`config.mk`:
```
export PLATFORM = sky130hd
export DESIGN_NAME = serial_add_ctrl
export DESIGN_NICKNAME = d
export VERILOG_FILES = /design/src/rtl/calc_pkg.sv /design/src/rtl/serial_fa_bit.sv /design/src/rtl/serial_add_ctrl.sv
export SDC_FILE = /design/constraint.sdc
export NUM_CORES = 1
export LEC_CHECK = 0
export CAP_MARGIN = 20
export CELL_PAD_IN_SITES_DETAIL_PLACEMENT = 1
export CELL_PAD_IN_SITES_GLOBAL_PLACEMENT = 1
export CORE_UTILIZATION = 27
export CTS_BUF_LIST = sky130_fd_sc_hd__clkbuf_2 sky130_fd_sc_hd__clkbuf_4 sky130_fd_sc_hd__clkbuf_8
export CTS_CLUSTER_DIAMETER = 120
export DETAILED_ROUTE_END_ITERATION = 10
export PLACE_DENSITY_LB_ADDON = 0.1
export SETUP_SLACK_MARGIN = 0.15
export SYNTH_ARGS = -nofsm -noshare
export SYNTH_HDL_FRONTEND = slang
export SYNTH_SLANG_ARGS = --single-unit
```
`constraint.sdc`:
```
create_clock -name clk_in -period 1.51 [get_ports clk_in]
set_clock_uncertainty 0.05 [all_clocks]
set_input_delay 0.2265 -clock clk_in [delete_from_list [all_inputs] [get_ports clk_in]]
set_output_delay 0.2265 -clock clk_in [all_outputs]
set_load 0.01 [all_outputs]
```
`src/rtl/calc_pkg.sv`:
```
// calc_pkg: shared calculator types and widths.
package calc_pkg;
  localparam int CALC_WIDTH = 10;
  typedef enum logic [1:0] {IDLE, SHIFT, DONE} ser_state_t;
endpackage

```
`src/rtl/serial_fa_bit.sv`:
```
// serial_fa_bit: combinational 1-bit full adder slice.
module serial_fa_bit (
  input  logic a,
  input  logic b,
  input  logic cin,
  output logic sum,
  output logic cout
);
  assign sum  = a ^ b ^ cin;
  assign cout = (a & b) | (a & cin) | (b & cin);
endmodule

```
`src/rtl/serial_add_ctrl.sv`:
```
// serial_add_ctrl: sequences LSB-first add/sub of two operands through one full-adder slice.
module serial_add_ctrl
  import calc_pkg::*;
#(
  parameter int WIDTH = CALC_WIDTH
) (
  input  logic             clk_in,
  input  logic             rst,
  input  logic             start,
  input  logic             sub,
  input  logic [WIDTH-1:0] op_a,
  input  logic [WIDTH-1:0] op_b,
  output logic             busy,
  output logic             done,
  output logic [WIDTH-1:0] result,
  output logic             ovf
);
  localparam int CW = $clog2(WIDTH);
  ser_state_t state, state_nxt;
  logic [WIDTH-1:0] a_sr, b_sr;
  logic [CW-1:0] cnt;
  logic carry, sub_l, sum, cout, last, load;
  serial_fa_bit u_fa (
    .a   (a_sr[0]),
    .b   (b_sr[0]),
    .cin (carry),
    .sum (sum),
    .cout(cout)
  );
  assign last = cnt == CW'(WIDTH - 1);
  assign load = state == IDLE && start;
  always_comb begin
    state_nxt = state == IDLE  ? (start ? SHIFT : IDLE) :
                state == SHIFT ? (last ? DONE : SHIFT) : IDLE;
    busy      = state != IDLE;
    done      = state == DONE;
  end
  always_ff @(posedge clk_in) begin
    if (rst) state <= IDLE;
    else     state <= state_nxt;
  end
  // ovf is captured on the final shift so it is already valid while done is high
  always_ff @(posedge clk_in) begin
    if (rst) begin
      a_sr   <= '0;
      b_sr   <= '0;
      cnt    <= '0;
      carry  <= 1'b0;
      sub_l  <= 1'b0;
      result <= '0;
      ovf    <= 1'b0;
    end else if (load) begin
      a_sr   <= op_a;
      b_sr   <= sub ? ~op_b : op_b;
      cnt    <= '0;
      carry  <= sub;
      sub_l  <= sub;
      result <= '0;
      ovf    <= 1'b0;
    end else if (state == SHIFT) begin
      a_sr   <= a_sr >> 1;
      b_sr   <= b_sr >> 1;
      cnt    <= cnt + 1'b1;
      carry  <= cout;
      result <= {sum, result[WIDTH-1:1]};
      ovf    <= last ? cout ^ sub_l : ovf;
    end
  end
endmodule

```
==> results.json <==
{
  "syn-cell-area_sq_um": 1793,
  "synthXorXnorAreaFrac_pct": 6.350,
  "route.vias.total": 1589,
  "start_util_pct": 28.08,
  "p_leak_nw": 1.009,
  "end_kind": "flip-flop",
  "final_cells": 341,
  "syn-num-nets": 231,
  "drtPass1Iterations": 3,
  "rsz0062_at_grt": "true",
  "fin_total_pwr_mw": 2.401,
  "synth_ff_type": "dfxtp_1",
  "dpl.hpwl_microns": 3247,
  "r2r_slack_ps": 40,
  "synthMuxAreaShare_pct": 0,
  "ys_warn_count": 0,
  "clk_latency_ps": 290,
  "ys_seq_area_share_pct": 43.55,
  "ios": 37,
  "synth_edf_count": 0,
  "wl_per_cell_microns": 13.66,
  "synth_fa_ha_area_share_pct": 2.512,
  "synth_top_family_by_area": "compound AO/OA/AOI/OAI gates",
  "cap_violations": 0,
  "setup.worst_path.start_class": "flip-flop",
  "hold_class": "flip-flop to flip-flop",
  "rr_startpoint": "state[0]$_SDFF_PP0_",
  "yosys-top-cells-area": "dfxtp_1 (44%), nand2_1 (11%), a311oi_2 (7.5%)",
  "slowest_delay_ps": 450,
  "fin_crit_ps": 1466,
  "timing.rr.end": "carry$_SDFFE_PP0P_",
  "p_switching_uw": 617.4,
  "antenna_found_initial": 0,
  "synth_top_cell_area_share_pct": 43.55,
  "min_path_cells": 2,
  "p_int_mw": 1.783,
  "worstHoldStart": "result[0]$_SDFFE_PP0N_",
  "die_area_sq_um": 6971,
  "die_h_microns": 83.49,
  "reg2reg_depth": 4,
  "dp.cells": 327,
  "drt_iter0_drc": 47,
  "crit_required_ps": 1650,
  "cp_cell_sequence": "buf_6 > or3b_4 > buf_12 > a311oi_2",
  "setup_violations": 0,
  "netlist-cell-type-count": 31,
  "ctsRootBufferMaster": "clkbuf_8",
  "drive_above_1_share_pct": 27.65,
  "p_seq_share_pct": 46.5,
  "mostFrequentLayoutCell": "nand2_1",
  "cp_max_fo": 10,
  "max_slew_margin_pct": 73.29,
  "fillers": 750,
  "numCtsBuffers": 5,
  "drc": 0,
  "power_density_nw_per_um2": 919.9,
  "ys_seq_elements": 39,
  "rows": 29,
  "synthCells": 204,
  "worst_path_max_delay_cell": "or3b_4",
  "max-clock-path-buffers": 2,
  "ant_nets": 0,
  "outcome": "complete, no violations",
  "cts.sinks": 39,
  "criticalPathCategory": "flip-flop to flip-flop",
  "cts_tree": "yes",
  "min_to": "result[0]$_SDFFE_PP0N_",
  "p_sw_share_pct": 25.72,
  "finalHoldViolations": 0,
  "yosys.area.top_type": "dfxtp_1",
  "cts_hold_buf": 0,
  "max_freq_mhz": 682.4,
  "vias_per_cell": 4.660,
  "async_flop_share_pct": 0,
  "routed_wl_microns": 4658,
  "grt_max_degree": 16,
  "synth_compound_area_share_pct": 21.42,
  "cp.arrival_ps": 1610,
  "nets": 290,
  "yosys.area_share.simple_pct": 20.17,
  "synthToLayoutAreaGrowth_pct": 45.57,
  "place.gp.congestion": 0.6445,
  "grt_util_all_layers_pct": 14.09,
  "grt_pass1_vias": 1627,
  "portBuffers": 36,
  "core_sq_um": 6386,
  "tightest_slew_ps": 400.2,
  "fin_crit_sh_pct": 97.05,
  "p_comb_share_pct": 19.9,
  "syn_area_per_cell_sq_um": 8.789,
  "report.final.slew_viol_count": 0,
  "grt_overflow": 0,
  "htree_levels": 2,
  "peakVddDrop_uv": 324.3,
  "cts.clk_slew.worst_paths_ps": 80,
  "n_antenna_cell": 0,
  "fp.dieW_microns": 83.49,
  "power_frac_clock_pct": 33.6,
  "mostFrequentLayoutCells": "nand2_1 (51), dfxtp_1 (35), buf_4 (25)",
  "grt_pass1_wl_microns": 7935
}
stage by stage:
| step | utilization (%) | TNS (ps) | hold slack, ps | setup slack (ps) | cell area, sq um |
|---|---|---|---|---|---|
| after floorplan | - | 0 | 312.5 | 158.8 | 1795 |
| after global placement | 37.68 | -5878 | 396.4 | -194.4 | 2406 |
| after detailed placement | 37.68 | -5441 | 404.4 | -198.9 | 2406 |
| after CTS | 40.48 | 0 | 411.9 | 0.4198 | 2585 |
| after global routing | 40.87 | -18.36 | 440.4 | -17.67 | 2610 |
| final | 40.87 | 0 | 403.2 | 44.48 | 2610 |
power by group through the flow:
stage / registers [mW] / clock network, mW / logic [mW]
6_report: 1.12 / 0.806 / 0.478
5_1_grt: 1.13 / 0.889 / 0.521
4_1_cts: 1.12 / 0.839 / 0.476
3_5_place_dp: 1.14 / 0 / 0.438
3_3_place_gp: 1.14 / 0 / 0.437
2_1_floorplan: 1.13 / 0 / 0.239
timing repair:
action | in CTS | in global routing
pin swaps | 4 | 3
buffers inserted | 4 | 1
resized for setup | 28 | 16
cloned | 1 | 0
endpoints found under the setup margin | 47 | 40
worst max-delay path: cells and delay by family, from the launching register on:
family | cells | cell delay, ps
buffers and inverters | 2 | 290
flip-flops | 1 | 360
AO/OA/AOI/OAI | 1 | 220
AND/OR/NAND/NOR | 1 | 450
cells by family (layout without fill, tap and decap cells):
group	Yosys count	count (layout)
fa+ha+maj	3	3
buf+inv	17	77
xor+xnor	13	13
flops	39	39
simple gates	82	82
compound gates	50	50
synthesized netlist by cell type, types with 2 or more instances:
cell type / number
a311oi_2: 9
dfxtp_1: 39
xnor2_1: 11
nor2_1: 15
o21ai_0: 12
buf_4: 3
buf_6: 3
a22o_1: 9
nor2b_1: 2
ha_1: 2
nand2_1: 51
buf_2: 8
xor2_1: 2
a21oi_1: 17
nand3_1: 3
or3_1: 2
nand3b_1: 2
state kept, by name (all words and copies together), names as in the netlist:
register / count
cnt: 4
b_sr: 10
carry: 1
sub_l: 1
a_sr: 10
result: 10
state: 2
ovf: 1
final cells by class:
type | instances | area [sq um] | area share, %
Multi-Input combinational cell | 148 | 952.2 | 36.48
Sequential cell | 39 | 790.8 | 30.30
Timing Repair Buffer | 68 | 663.1 | 25.41
Clock buffer | 8 | 103.9 | 3.979
Tap cell | 77 | 96.34 | 3.691
Inverter | 1 | 3.754 | 0.1438
routing by layer:
layer,GRT usage (%),part of all wire (%),vias up
met2,23.10,46,22
met4,4.622,1.3,0
met3,3.660,3.2,7
met5,0,0,-
li1,-,-,807
met1,18.06,49,753
worst max path at each step:
stage,startpoint,end,slack (ps),cells past startpoint
floorplan,carry$_SDFFE_PP0P_,ovf$_SDFFE_PP0P_,160,4
global placement,rst,b_sr[5]$_SDFFE_PP0P_,-190,3
detailed placement,start,a_sr[5]$_SDFFE_PP0P_,-200,5
CTS,state[1]$_SDFF_PP0_,busy,0.4,2
global route,carry$_SDFFE_PP0P_,ovf$_SDFFE_PP0P_,-20,4
finish,state[0]$_SDFF_PP0_,carry$_SDFFE_PP0P_,40,4
Note: power is estimated with default switching activity, not from simulation.
